## config.mk

```make
export PLATFORM = sky130hd
export DESIGN_NAME = decode_stage
export DESIGN_NICKNAME = d
export VERILOG_FILES = /design/src/rtl/decode_pkg.sv /design/src/rtl/decode_comb.sv /design/src/rtl/decode_stage.sv
export SDC_FILE = /design/constraint.sdc
export NUM_CORES = 1
export LEC_CHECK = 0
export CAP_MARGIN = 20
export CELL_PAD_IN_SITES_DETAIL_PLACEMENT = 0
export CELL_PAD_IN_SITES_GLOBAL_PLACEMENT = 1
export CORE_UTILIZATION = 39
export CTS_CLUSTER_SIZE = 20
export DETAILED_ROUTE_END_ITERATION = 10
export PLACE_DENSITY = 0.88
export SLEW_MARGIN = 20
export SYNTH_ARGS = -nofsm -noshare
export SYNTH_HDL_FRONTEND = slang
export SYNTH_HIERARCHICAL = 1
export SYNTH_SLANG_ARGS = --single-unit
```

## constraint.sdc

```tcl
create_clock -name clk -period 3.4 [get_ports clk]
set_clock_uncertainty 0.15 [all_clocks]
set_input_delay 0.34 -clock clk [delete_from_list [all_inputs] [get_ports clk]]
set_output_delay 0.34 -clock clk [all_outputs]
set_load 0.02 [all_outputs]
```

## src/rtl/decode_pkg.sv

```systemverilog
// Shared RV32I decode definitions: opcodes, ALU codes, select enums and the decoded bundle.
// Optional illegal-instruction field is present only when DECODE_ILLEGAL_CHECK_EN is defined.
package decode_pkg;

  localparam int DEC_XLEN   = 32;
  localparam int DEC_REG_AW = 5;

  localparam logic [6:0] OP_R      = 7'b0110011;
  localparam logic [6:0] OP_I      = 7'b0010011;
  localparam logic [6:0] OP_LOAD   = 7'b0000011;
  localparam logic [6:0] OP_STORE  = 7'b0100011;
  localparam logic [6:0] OP_BRANCH = 7'b1100011;
  localparam logic [6:0] OP_JAL    = 7'b1101111;
  localparam logic [6:0] OP_JALR   = 7'b1100111;
  localparam logic [6:0] OP_LUI    = 7'b0110111;
  localparam logic [6:0] OP_AUIPC  = 7'b0010111;

  // Other ALU ops are passed through directly as {bit30,funct3}.
  localparam logic [3:0] ALU_ADD = 4'b0000;
  localparam logic [3:0] ALU_SUB = 4'b1000;

  typedef enum logic [1:0] {
    SRC_A_RS1  = 2'b00,
    SRC_A_PC   = 2'b01,
    SRC_A_ZERO = 2'b10
  } src_a_e;

  typedef enum logic [1:0] {
    WB_ALU = 2'b00,
    WB_MEM = 2'b01,
    WB_PC4 = 2'b10
  } wb_sel_e;

  typedef struct packed {
    logic [DEC_XLEN-1:0]   pc;
    logic [DEC_REG_AW-1:0] rs1;
    logic [DEC_REG_AW-1:0] rs2;
    logic [DEC_REG_AW-1:0] rd;
    logic [DEC_XLEN-1:0]   imm;
    logic [3:0]            alu_ctrl;
    src_a_e                src_a;
    logic                  src_imm;
    logic                  branch;
    logic                  jump;
    logic                  jalr;
    logic [2:0]            br_funct3;
    logic                  mem_rd;
    logic                  mem_wr;
    logic [2:0]            mem_size;
    wb_sel_e               wb_sel;
    logic                  reg_wr;
`ifdef DECODE_ILLEGAL_CHECK_EN
    logic                  illegal;
`endif
  } decoded_t;

endpackage

```

## src/rtl/decode_comb.sv

```systemverilog
// Combinational RV32I decoder: instruction word (plus PC pass-through) to decoded_t.
// Illegal-encoding checks are built only when DECODE_ILLEGAL_CHECK_EN is defined.
module decode_comb
  import decode_pkg::*;
(
  input  logic [31:0]         instr,
  input  logic [DEC_XLEN-1:0] pc,
  output decoded_t            dec
);

  logic [6:0] opcode;
  logic [2:0] f3;
  logic [6:0] f7;
  logic [DEC_XLEN-1:0] imm_i, imm_s, imm_b, imm_u, imm_j;

  assign opcode = instr[6:0];
  assign f3     = instr[14:12];
  assign f7     = instr[31:25];

  assign imm_i = {{(DEC_XLEN-12){instr[31]}}, instr[31:20]};
  assign imm_s = {{(DEC_XLEN-12){instr[31]}}, instr[31:25], instr[11:7]};
  assign imm_b = {{(DEC_XLEN-13){instr[31]}}, instr[31], instr[7], instr[30:25], instr[11:8], 1'b0};
  assign imm_u = {instr[31:12], 12'b0};
  assign imm_j = {{(DEC_XLEN-21){instr[31]}}, instr[31], instr[19:12], instr[20], instr[30:21], 1'b0};

`ifdef DECODE_ILLEGAL_CHECK_EN
  logic illegal;

  always_comb begin
    illegal = 1'b0;
    case (opcode)
      OP_R:      illegal = !((f7 == 7'b0000000) ||
                             (f7 == 7'b0100000 && (f3 == 3'b000 || f3 == 3'b101)));
      OP_I: begin
        if (f3 == 3'b001)
          illegal = (f7 != 7'b0000000);
        else if (f3 == 3'b101)
          illegal = (f7 != 7'b0000000) && (f7 != 7'b0100000);
      end
      OP_BRANCH: illegal = (f3 == 3'b010) || (f3 == 3'b011);
      OP_LOAD:   illegal = (f3 == 3'b011) || (f3[2:1] == 2'b11);
      OP_STORE:  illegal = (f3 > 3'b010);
      OP_JALR:   illegal = (f3 != 3'b000);
      OP_LUI, OP_AUIPC, OP_JAL: illegal = 1'b0;
      default:   illegal = 1'b1;
    endcase
    if (instr[1:0] != 2'b11)
      illegal = 1'b1;
  end
`endif

  always_comb begin
    dec          = '0;
    dec.pc       = pc;
    dec.rs1      = instr[19:15];
    dec.rs2      = instr[24:20];
    dec.rd       = instr[11:7];
    dec.alu_ctrl = ALU_ADD;
    dec.src_a    = SRC_A_RS1;
    dec.wb_sel   = WB_ALU;
    case (opcode)
      OP_R: begin
        dec.alu_ctrl = {instr[30], f3};
        dec.reg_wr   = 1'b1;
      end
      OP_I: begin
        // Only the right shifts use bit30 to pick arithmetic vs logical.
        dec.alu_ctrl = (f3 == 3'b101) ? {instr[30], f3} : {1'b0, f3};
        dec.imm      = imm_i;
        dec.src_imm  = 1'b1;
        dec.reg_wr   = 1'b1;
      end
      OP_LOAD: begin
        dec.imm      = imm_i;
        dec.src_imm  = 1'b1;
        dec.mem_rd   = 1'b1;
        dec.mem_size = f3;
        dec.wb_sel   = WB_MEM;
        dec.reg_wr   = 1'b1;
      end
      OP_STORE: begin
        dec.imm      = imm_s;
        dec.src_imm  = 1'b1;
        dec.mem_wr   = 1'b1;
        dec.mem_size = f3;
      end
      OP_BRANCH: begin
        dec.imm       = imm_b;
        dec.alu_ctrl  = ALU_SUB;
        dec.branch    = 1'b1;
        dec.br_funct3 = f3;
      end
      OP_LUI: begin
        dec.imm     = imm_u;
        dec.src_a   = SRC_A_ZERO;
        dec.src_imm = 1'b1;
        dec.reg_wr  = 1'b1;
      end
      OP_AUIPC: begin
        dec.imm     = imm_u;
        dec.src_a   = SRC_A_PC;
        dec.src_imm = 1'b1;
        dec.reg_wr  = 1'b1;
      end
      OP_JAL: begin
        dec.imm    = imm_j;
        dec.jump   = 1'b1;
        dec.wb_sel = WB_PC4;
        dec.reg_wr = 1'b1;
      end
      OP_JALR: begin
        dec.imm     = imm_i;
        dec.jalr    = 1'b1;
        dec.src_imm = 1'b1;
        dec.wb_sel  = WB_PC4;
        dec.reg_wr  = 1'b1;
      end
      default: ;
    endcase

`ifdef DECODE_ILLEGAL_CHECK_EN
    dec.illegal = illegal;
    if (illegal) begin
      dec.reg_wr = 1'b0;
      dec.mem_rd = 1'b0;
      dec.mem_wr = 1'b0;
      dec.branch = 1'b0;
      dec.jump   = 1'b0;
      dec.jalr   = 1'b0;
    end
`endif

    if (dec.rd == '0)
      dec.reg_wr = 1'b0;
  end

endmodule

```

## src/rtl/decode_stage.sv

```systemverilog
// Registered RV32I decode stage: 1-cycle latency, one-entry output register with valid/ready,
// stall hold and flush. out_illegal exists only when DECODE_ILLEGAL_CHECK_EN is defined.
module decode_stage
  import decode_pkg::*;
#(
  parameter int XLEN   = 32,
  parameter int REG_AW = 5
) (
  input  logic              clk,
  input  logic              reset,
  input  logic              in_valid,
  output logic              in_ready,
  input  logic [31:0]       in_instr,
  input  logic [XLEN-1:0]   in_pc,
  input  logic              flush,
  output logic              out_valid,
  input  logic              out_ready,
  output logic [XLEN-1:0]   out_pc,
  output logic [REG_AW-1:0] out_rs1,
  output logic [REG_AW-1:0] out_rs2,
  output logic [REG_AW-1:0] out_rd,
  output logic [XLEN-1:0]   out_imm,
  output logic [3:0]        out_alu_ctrl,
  output logic [1:0]        out_src_a,
  output logic              out_src_imm,
  output logic              out_branch,
  output logic              out_jump,
  output logic              out_jalr,
  output logic [2:0]        out_br_funct3,
  output logic              out_mem_rd,
  output logic              out_mem_wr,
  output logic [2:0]        out_mem_size,
  output logic [1:0]        out_wb_sel,
  output logic              out_reg_wr
`ifdef DECODE_ILLEGAL_CHECK_EN
  ,
  output logic              out_illegal
`endif
);

  decoded_t dec;
  decoded_t q;
  logic     valid;

  decode_comb u_decode_comb (
    .instr (in_instr),
    .pc    (DEC_XLEN'(in_pc)),
    .dec   (dec)
  );

  assign in_ready = !valid || out_ready;

  // Flush wins over capture and hold; fields are left stale when not capturing.
  always_ff @(posedge clk) begin
    if (reset) begin
      valid <= 1'b0;
      q     <= '0;
    end else if (flush) begin
      valid <= 1'b0;
    end else if (in_ready) begin
      valid <= in_valid;
      if (in_valid)
        q <= dec;
    end
  end

  assign out_valid     = valid;
  assign out_pc        = XLEN'(q.pc);
  assign out_rs1       = REG_AW'(q.rs1);
  assign out_rs2       = REG_AW'(q.rs2);
  assign out_rd        = REG_AW'(q.rd);
  assign out_imm       = XLEN'($signed(q.imm));
  assign out_alu_ctrl  = q.alu_ctrl;
  assign out_src_a     = q.src_a;
  assign out_src_imm   = q.src_imm;
  assign out_branch    = q.branch;
  assign out_jump      = q.jump;
  assign out_jalr      = q.jalr;
  assign out_br_funct3 = q.br_funct3;
  assign out_mem_rd    = q.mem_rd;
  assign out_mem_wr    = q.mem_wr;
  assign out_mem_size  = q.mem_size;
  assign out_wb_sel    = q.wb_sel;
  assign out_reg_wr    = q.reg_wr;
`ifdef DECODE_ILLEGAL_CHECK_EN
  assign out_illegal   = q.illegal;
`endif

endmodule

```

==> summary.txt <==
Run status
  • Status: finished, final reports clean

CTS
  • H-tree depth: 3
  • Hold_buf cts: 0
  • Post_cts resized: 0
  • Skew-Pair Late Insertion Delay: between 300 and 400 ps
  • Worst-path clk slew: about 70 ps
  • Clock Sinks: between 100 and 150
  • CTS tree: built
  • CTS buffer count: 9
  • Clk buf depth: 2
  • Root Driver: clkbuf_16
  • Post-CTS Setup Repair Bufs: 0

STA
  • Fin crit period: ~2300 ps
  • Final hold violations: 0
  • Slew @ Worst Pin: 849 ps
  • Worst rel slew slack: 0.431
  • Final setup violation count: 0
  • Pins Over Slew Limit: 0
  • Period utilisation layout: 0.690
  • Unrepaired setup endpoints after global routing: false
  • Setup TNS: 0 ps
  • Fmax: ~430 MHz

Power and ir drop
  • Sw Ratio: 0.241
  • Tot Pwr: around 2.7 mW
  • Power density over the cells: between 300 and 400 nW/um2
  • Internal: a little over 2 mW
  • Sw Pwr: ~0.64 mW
  • Peak VDD IR: between 0.15 and 0.2 mV
  • Leakage Power: around 2.7 nW
  • Reg power frac: 0.461
  • Logic pwr share: 0.153
  • Part of the power in the clock network: 0.386

Route
  • DRC viols: 0
  • Number of nets with antenna violations after routing: 0
  • Drt via density: between 4 and 5
  • Post-Route WL: about 13000 um
  • Via Count: between 4000 and 5000
  • Starting DRC count in detailed routing: between 150 and 200
  • Pre-antenna DRT Iters: 4
  • Routed len/inst: 15.0 um

Cells and area
  • Nets: around 750
  • Share of cells above drive strength 1: 0.0539
  • Layout area overhead: 27.5%
  • Antenna diodes: 0
  • Commonest non-fill, non-tap cell in the layout: nand2b_1
  • Final Cell Area: between 7000 and 8000 um2
  • Commonest cells after routing, fill and taps aside: nand2b_1, clkdlybuf4s50_1, dfxtp_1

Die
  • Row count: 43
  • Die width: approximately 120 um
  • Die span in y: 123 um
  • Die area: ~15000 um2
  • Initial Utilization: 0.405
  • I/O pin cnt: about 170
  • Core ar.: approximately 14000 um2

Worst setup path
  • Buf/Inv on CP: 1
  • CP top delay family: simple AND/OR/NAND/NOR gates
  • Crit-path slowest cell: clkdlybuf4s50_1
  • CP required: ~3500 ps
  • Most used cell, CP: nand2b_1
  • Crit path depth: 7
  • Critical-path maximum fanout: 13
  • Worst Reg-to-Reg Cells: 4
  • Slowest stage delay, CP: about 680 ps
  • CP arrival: 2460 ps
  • Crit end category: flop
  • CP Class: input pin to flop
  • R2R Path Start: out_valid$_SDFFE_PP0P_
  • Crit start category: input pin
  • CP startpoint: in_instr[2]
  • Worst-path cell chain: clkdlybuf4s50_1 > nand2b_1 > nand4_1 > nor2_1 > a21o_1 > nand2b_1 > mux2i_1

Synth
  • Cell area after synthesis: approximately 5700 um2
  • Yosys cell types: 43
  • Syn_nets: between 600 and 700
  • Cells after synthesis: between 500 and 600
  • Syn avg cell area: 9.74 um2
  • Yosys warns: 6
  • #FFs+latches synth: 101
  • Sequential share of the synthesized area: 0.356

Placed design
  • Placed cell area: approximately 7000 um2
  • Placer Congestion: between 0.8 and 0.9
  • Port bufs: between 150 and 200
  • DPL Wire Length: approximately 9000 um

Min path
  • Hold Crit Depth: 2
  • HP Class: flop to flop
  • Critical hold path startpoint: out_branch$_SDFFE_PP0P_

Global route
  • Congestion Overflow GR: 0
  • Vias in the first global route: 3957
  • GRT Overall Usage: 0.174
  • Number of antenna violations at the first check in global routing: 0
  • Largest net degree at the start of global routing: between 100 and 150
  • Global-route wire length before repair: between 20000 and 25000 um

Job
  • Max-cap violations: 0
-- power by group through the flow --
stage	Combinational, mW	Sequential [mW]	Clock [mW]
after CTS	0.414	1.23	1.07
after detailed placement	0.412	1.26	0
after global placement	0.406	1.26	0
final	0.409	1.23	1.03
after floorplan	0.248	1.30	0
after global routing	0.437	1.24	1.11
-- synth_stat cells, drive strengths merged --
cell type,number,share of area
nor4b,2,0.0053
buf,66,0.11
nand3b,2,0.0048
and2,17,0.019
a22oi,1,0.0013
nand3,2,0.0018
or4,1,0.0013
inv,4,0.0026
nand4,1,0.0011
nor4,2,0.0048
a21oi,5,0.0084
a211oi,1,0.0022
or3b,1,0.0020
a31o,1,0.0015
o21ai,1,0.00088
clkbuf,20,0.013
nor3b,2,0.0046
nand2b,202,0.22
nor3,6,0.0079
nand2,3,0.0024
a22o,5,0.0077
nor2,10,0.0070
o32ai,1,0.0015
nand4b,2,0.0031
o21bai,2,0.0026
mux2i,100,0.18
nor2b,2,0.0035
or3,1,0.0011
dfxtp,101,0.36
a31oi,1,0.0011
a21o,19,0.025
-- worst reg2reg max path: cells and delay by family, from the launching register on --
family / cells / cell delay, ps
AND/OR/NAND/NOR: 2 / 350
flip-flops: 1 / 310
buffers and inverters: 1 / 550
multiplexers: 1 / 360
-- per-layer routing --
layer | wire, um | global-route usage | vias to the layer above
met5 | 0 | 0 | -
met4 | 252 | 0.0785 | 0
met3 | 603 | 0.0358 | 16
met2 | 6260 | 0.283 | 110
met1 | 5910 | 0.221 | 1913
li1 | - | - | 2063
-- cell type report --
type / count / area [um2]
tap: 180 / 225
inverter: 4 / 15.0
sequential: 101 / 2020
clock buffer: 12 / 246
multi-input combinational: 393 / 2960
timing repair buffer: 173 / 1730
clock inverter: 4 / 47.5
fill: 1298 / 6790
-- path summary, 6_finish.rpt --
check	end	slack [ps]
max	out_imm[23]$_SDFFE_PP0P_	1050
min	out_branch$_SDFFE_PP0P_	320
max reg2reg	out_pc[1]$_SDFFE_PP0P_	1600
min reg2reg	out_branch$_SDFFE_PP0P_	320
-- cell families after synthesis --
kind of cell,after synthesis,share of synthesized area
flip-flops,101,0.356
AO/OA/AOI/OAI,37,0.0524
buffers and inverters,90,0.124
AND/OR/NAND/NOR,256,0.292
multiplexers,100,0.176
-- metrics by stage --
stage          std cells  hold slack [ps]  setup WS (ps)   util
4_1_cts              867              327           1080  0.516
6_report             867              321           1050  0.516
3_5_place_dp         851              311            716  0.495
5_1_grt              867              342            831  0.516
3_3_place_gp         851              307            804  0.495
2_1_floorplan        584              269           1700      -
-- flip-flops by register name, indices dropped and copies added, names as in the netlist, 2 cells and up --
signal	flops
out_alu_ctrl	4
out_rs2	5
out_rd	5
out_rs1	5
out_mem_size	3
out_wb_sel	2
out_src_a	2
out_pc	32
out_imm	32
out_br_funct3	3
(Power assumes the default switching activity.)
